`src/rtl/mix_columns_engine.sv`:
```
// AES MixColumns / InvMixColumns / bypass over a 128-bit state. NUM_COLS columns per beat
// flow through a two-stage column pipeline, with valid/ready handshakes on both sides.
module mix_columns_engine #(
  parameter int NUM_COLS = 1,
  parameter int INV_EN   = 1
) (
  input  logic         clk,
  input  logic         rst_n,
  input  logic         in_valid,
  output logic         in_ready,
  input  logic [127:0] in_state,
  input  logic [1:0]   in_mode,
  output logic         out_valid,
  input  logic         out_ready,
  output logic [127:0] out_state
);
  localparam int BEATS = (NUM_COLS > 0) ? (4 / NUM_COLS) : 1;
  localparam int BW    = (BEATS > 1) ? $clog2(BEATS) : 1;
  localparam int LW    = NUM_COLS * 32;
  localparam logic [BW-1:0] LAST_BEAT = BW'(BEATS - 1);

  localparam logic [1:0] IDLE  = 2'd0;
  localparam logic [1:0] RUN   = 2'd1;
  localparam logic [1:0] DRAIN = 2'd2;
  localparam logic [1:0] HOLD  = 2'd3;

  generate
    if (NUM_COLS != 1 && NUM_COLS != 2 && NUM_COLS != 4) begin : g_bad_cols
      $error("mix_columns_engine: NUM_COLS must be 1, 2 or 4");
    end
  endgenerate

  function automatic logic [7:0] xtime(input logic [7:0] b);
    return {b[6:0], 1'b0} ^ (b[7] ? 8'h1b : 8'h00);
  endfunction

  // Returns {t, v}: v is the (optionally inverse pre-mixed) column, t_r = 3*v_r ^ v_(r+2).
  function automatic logic [63:0] mix_pre(input logic [31:0] c, input logic inv);
    logic [7:0]  b [4];
    logic [7:0]  v [4];
    logic [7:0]  p02;
    logic [7:0]  p13;
    logic [31:0] vv;
    logic [31:0] tt;
    for (int r = 0; r < 4; r++) b[r] = c[8*r +: 8];
    p02 = inv ? xtime(xtime(b[0] ^ b[2])) : 8'h00;
    p13 = inv ? xtime(xtime(b[1] ^ b[3])) : 8'h00;
    v[0] = b[0] ^ p02;
    v[1] = b[1] ^ p13;
    v[2] = b[2] ^ p02;
    v[3] = b[3] ^ p13;
    for (int r = 0; r < 4; r++) begin
      vv[8*r +: 8] = v[r];
      tt[8*r +: 8] = xtime(v[r]) ^ v[r] ^ v[(r + 2) % 4];
    end
    return {tt, vv};
  endfunction

  function automatic logic [31:0] mix_post(input logic [31:0] v, input logic [31:0] t);
    logic [31:0] o;
    for (int r = 0; r < 4; r++) begin
      o[8*r +: 8] = v[8*r +: 8] ^ t[8*r +: 8] ^ t[8*((r + 1) % 4) +: 8];
    end
    return o;
  endfunction

  logic [1:0]     state_q, state_d;
  logic [BW-1:0]  beat_q, beat_d;
  logic           out_valid_q, out_valid_d;
  logic           accept;
  logic [127:0]   st_q;
  logic [1:0]     mode_q;

  logic           inv_p0, byp_p0;
  logic [LW-1:0]  v_p0, t_p0;

  logic           vld_p1_q, last_p1_q, byp_p1_q;
  logic [BW-1:0]  slot_p1_q;
  logic [LW-1:0]  v_p1_q, t_p1_q, res_p1;

  logic           last_p2_q;
  logic [127:0]   out_state_q;

  assign in_ready  = (state_q == IDLE);
  assign accept    = in_valid && in_ready;
  assign out_valid = out_valid_q;
  assign out_state = out_state_q;

  always_comb begin
    state_d     = state_q;
    beat_d      = beat_q;
    out_valid_d = out_valid_q;
    case (state_q)
      IDLE: begin
        beat_d = '0;
        if (in_valid) state_d = RUN;
      end
      RUN: begin
        if (beat_q == LAST_BEAT) begin
          beat_d  = '0;
          state_d = DRAIN;
        end else begin
          beat_d = beat_q + 1'b1;
        end
      end
      DRAIN: begin
        if (last_p2_q) begin
          state_d     = HOLD;
          out_valid_d = 1'b1;
        end
      end
      default: begin
        if (out_ready) begin
          state_d     = IDLE;
          out_valid_d = 1'b0;
        end
      end
    endcase
  end

  always_ff @(posedge clk or negedge rst_n) begin
    if (!rst_n) begin
      state_q     <= IDLE;
      beat_q      <= '0;
      out_valid_q <= 1'b0;
      vld_p1_q    <= 1'b0;
      last_p1_q   <= 1'b0;
    end else begin
      state_q     <= state_d;
      beat_q      <= beat_d;
      out_valid_q <= out_valid_d;
      vld_p1_q    <= (state_q == RUN);
      last_p1_q   <= (state_q == RUN) && (beat_q == LAST_BEAT);
    end
  end

  // Stage 0 -> 1: select this beat's columns from the latched state and form partial terms.
  assign inv_p0 = (INV_EN != 0) && (mode_q == 2'b01);
  assign byp_p0 = mode_q[1] || (mode_q[0] && !inv_p0);

  always_comb begin
    v_p0 = '0;
    t_p0 = '0;
    for (int j = 0; j < NUM_COLS; j++) begin
      {t_p0[32*j +: 32], v_p0[32*j +: 32]} =
        mix_pre(st_q[int'(beat_q)*LW + 32*j +: 32], inv_p0);
    end
  end

  always_ff @(posedge clk) begin
    if (accept) begin
      st_q   <= in_state;
      mode_q <= in_mode;
    end
    v_p1_q    <= v_p0;
    t_p1_q    <= t_p0;
    byp_p1_q  <= byp_p0;
    slot_p1_q <= beat_q;
  end

  // Stage 1 -> 2: finish each column and drop it into its slot of the output state.
  always_comb begin
    res_p1 = '0;
    for (int j = 0; j < NUM_COLS; j++) begin
      res_p1[32*j +: 32] = byp_p1_q ? v_p1_q[32*j +: 32]
                                    : mix_post(v_p1_q[32*j +: 32], t_p1_q[32*j +: 32]);
    end
  end

  always_ff @(posedge clk or negedge rst_n) begin
    if (!rst_n) begin
      out_state_q <= '0;
      last_p2_q   <= 1'b0;
    end else begin
      last_p2_q <= vld_p1_q && last_p1_q;
      if (vld_p1_q) out_state_q[int'(slot_p1_q)*LW +: LW] <= res_p1;
    end
  end

endmodule

```
`config.mk`:
```
export PLATFORM = sky130hd
export DESIGN_NAME = mix_columns_engine
export DESIGN_NICKNAME = d
export VERILOG_FILES = /design/src/rtl/mix_columns_engine.sv
export SDC_FILE = /design/constraint.sdc
export NUM_CORES = 1
export LEC_CHECK = 0
export BUFFER_PORTS_ARGS = -buffer_cell sky130_fd_sc_hd__buf_2
export CORE_ASPECT_RATIO = 1.2
export CORE_MARGIN = 5
export CORE_UTILIZATION = 52
export CTS_BUF_LIST = sky130_fd_sc_hd__clkbuf_2
export DETAILED_ROUTE_END_ITERATION = 16
export PLACE_DENSITY_LB_ADDON = 0.3
export SYNTH_ARGS = -nofsm -noshare
export SYNTH_HDL_FRONTEND = slang
export SYNTH_SLANG_ARGS = --single-unit
```
`constraint.sdc`:
```
create_clock -name clk -period 13.25 [get_ports clk]
set_input_delay 2.65 -clock clk [delete_from_list [all_inputs] [get_ports clk]]
set_output_delay 2.65 -clock clk [all_outputs]
set_load 0.005 [all_outputs]
```
==> results.sh <==
export IMPL_fin_nets=1386
export IMPL_final_cell_mix="262 x buf_2, 138 x nand2_1, 135 x dfrtp_1"
export IMPL_hold_end="byp_p1_q"
export IMPL_clock_sinks=333
export IMPL_multi_input_area_um2=4440
export IMPL_cts_buffers=78
export IMPL_async_flop_share_pct=40.8
export IMPL_die_w_um=156
export IMPL_powerDensity_nw_per_um2=250
export IMPL_yosysTopAreaCell="edfxtp_1"
export IMPL_synthesis_area_um2=13300
export IMPL_holdCritPathClass="flop to flop"
export IMPL_gp_congestion=0.781
export IMPL_r2r_slack_ps=10180
export IMPL_grt_util_all_layers_pct=19.7
export IMPL_sw_frac_of_total_pct=35.5
export IMPL_drc=0
export IMPL_synthesis_nets=1074
export IMPL_antenna_found_initial=1
export IMPL_wl_per_cell_um=17.4
export IMPL_cp_data_arrival_time_ps=1780
export IMPL_p_switching_mw=1.39
export IMPL_critPathRequiredTime_ps=10600
export IMPL_total_power_mw=3.91
export IMPL_synth_warnings=0
export IMPL_detailed_place_hpwl_mm=20.5
export IMPL_synth_flop_cell="dfrtp_1"
export IMPL_worstPathMaxFanout=6
export IMPL_worstSkewPairLatency_ps=820
export IMPL_clockPowerShare_pct=16.8
export IMPL_clkSlewWorstSetupHoldPaths_ps=120
export IMPL_grt_setup_unrepaired="no"
export IMPL_critical_path_class="flop to output port"
export IMPL_grt_pass1_wl_mm=44.3
export IMPL_dr_wl_met2_mm=14.3
export IMPL_num_io_pins=264
export IMPL_core_area_um2=25400
export IMPL_synth_seq_cells=333
export IMPL_syn_to_final_growth_pct=17.5
export IMPL_reg2regPathDepth=6
export IMPL_status="finished, final reports clean"
export IMPL_tns_ps=0
export IMPL_highest_layer="met4"
export IMPL_std_cell_rows=64
export IMPL_reg2reg_to="t_p1_q[17]"
export IMPL_ctsLongestPathBuffers=3
export IMPL_ff_latch_area_um2=8650
export IMPL_leakagePower_nw=7.07
export IMPL_wl_met1_mm=11.4
export IMPL_root_buffer="clkbuf_2"
export IMPL_maxSlewViolCount=0
export IMPL_yosys_top_cells_area="edfxtp_1 29%, dfrtp_1 26%, dfxtp_1 10%"
export IMPL_comb_power_share_pct=43.5
export IMPL_skew_ps=48.5
export IMPL_start_util_pct=52.5
export IMPL_period_minus_slack_ps=4430
export IMPL_ys_seq_area_share_pct=64.9
export IMPL_synthCells=930
export IMPL_drtAntennaViolNets=0
export IMPL_worstHoldStart="mode_q[1]"
export IMPL_critPathCaptureType="output port"
export IMPL_grt_pass1_vias=8468
export IMPL_vdd_drop_max_mv=0.105
export IMPL_cts_tree="built"
export IMPL_ctsResizeCount=0
export IMPL_fill_cells=2015
export IMPL_final_common_cell="buf_2"
export IMPL_maxCapViolations=0
export IMPL_vias=8189
export IMPL_grt_max_degree=92
export IMPL_startpoint_type="flop"
export IMPL_holdPathStages=0
export IMPL_grt_overflow_total=0
export IMPL_drt_wl_total_mm=28.4
export IMPL_hold_viol=0
export IMPL_drt_iter0_drc=362
export IMPL_period_share_pct=33.5
export IMPL_fmax_ghz=0.225
export IMPL_htreeDepth=3
export IMPL_cts_setup_buffers=0
export IMPL_p_seq_share_pct=39.6
export IMPL_fp_dieArea_um2=28900
export IMPL_maxSlewHeadroom_pct=24.1
export IMPL_reg2reg_from="beat_q[0]"
export IMPL_port_buffer_count=263
export IMPL_netlist_area_leader_share_pct=29.3
export IMPL_dieHeight_um=185
export IMPL_synth_edff_count=130
export IMPL_wl_met3_mm=2.19
export IMPL_tightest_slew_ps=1140
export IMPL_vias_per_cell=5.01
export IMPL_synth_distinct_cells=35
export IMPL_hold_buffers=0
export IMPL_synth_area_per_cell_um2=14.3
export IMPL_setup_viol=0
export IMPL_internal_power_mw=2.53
export IMPL_layout_drive_gt1_share_pct=34.5
export IMPL_firstDrtPassIters=5
-- registers in the layout, summed over array words and instances (netlist names) --
| name | cells |
|---|---|
| state_q | 2 |
| mode_q | 2 |
| out_valid | 1 |
| last_p1_q | 1 |
| byp_p1_q | 1 |
| st_q | 128 |
| out_state | 128 |
| last_p2_q | 1 |
| v_p1_q | 32 |
| beat_q | 2 |
| t_p1_q | 32 |
| slot_p1_q | 2 |
| vld_p1_q | 1 |
-- Yosys cell counts, types with 3 or more instances --
cell / number
inv_1: 8
xor3_1: 4
nor2_4: 8
xor2_1: 26
dfrtp_1: 136
nor2_1: 39
xnor3_1: 24
xnor2_4: 5
buf_2: 4
edfxtp_1: 130
or4_1: 3
mux4_2: 25
mux4_1: 7
dfxtp_1: 67
clkbuf_1: 30
and2_1: 3
ha_1: 10
o21ai_0: 134
xnor2_1: 103
nand2_1: 138
-- stage by stage --
stage / util [%] / cell area, µm² / setup slack [ps] / instances / hold WS (ps)
3_3_place_gp: 58.8 / 14900 / 8690 / 1492 / 343
2_1_floorplan: - / 13300 / 7130 / 930 / 366
6_report: 61.7 / 15700 / 8820 / 1634 / 373
5_1_grt: 61.7 / 15700 / 8670 / 1634 / 400
3_5_place_dp: 58.8 / 14900 / 8630 / 1492 / 357
4_1_cts: 61.7 / 15700 / 8740 / 1633 / 375
-- worst max path at each step --
stage	startpoint	to	slack, ps	depth (start not counted)
final	state_q[0]	in_ready	8820	3
after global routing	state_q[0]	in_ready	8670	3
after CTS	state_q[0]	in_ready	8740	3
after detailed placement	in_valid	st_q[126]	8630	3
after global placement	in_valid	st_q[30]	8690	3
after floorplan	in_valid	mode_q[0]	7130	1
-- cell type report --
cell class	instances	area share (%)
Antenna cell	1	0.0160
Clock buffer	123	3.93
Clock inverter	18	0.775
Inverter	8	0.192
Multi-Input combinational cell	549	28.4
Sequential cell	333	55.2
Tap cell	330	2.64
Timing Repair Buffer	272	8.85
-- layer usage --
layer	up-vias	global-route usage [%]
met5	-	0
met4	0	6.32
met3	37	4.88
met2	328	33.0
met1	3944	25.4
li1	3880	-
-- power by group through the flow --
stage          clock network (mW)  logic [mW]  registers [mW]
2_1_floorplan                   0        1.27            1.57
3_3_place_gp                    0        1.71            1.56
3_5_place_dp                    0        1.74            1.58
4_1_cts                     0.688        1.74            1.55
5_1_grt                     0.744        1.87            1.58
6_report                    0.659        1.70            1.55
-- cell families after synthesis --
| logic type | Yosys count | synth area share (%) |
|---|---|---|
| muxes | 34 | 5.94 |
| buffers and inverters | 48 | 1.77 |
| and+or+nand+nor | 201 | 6.42 |
| adders and majority gates | 10 | 0.939 |
| xor gates and xnor gates | 166 | 14.8 |
| DFF | 333 | 64.9 |
| AOI/OAI and AO/OA | 138 | 5.24 |
-- critical path, stage by stage, from the launching register on --
cell     delay, ps
dfrtp_1        430
inv_1          100
ha_1           270
buf_2          160
Power figures use the tool's default switching activity.
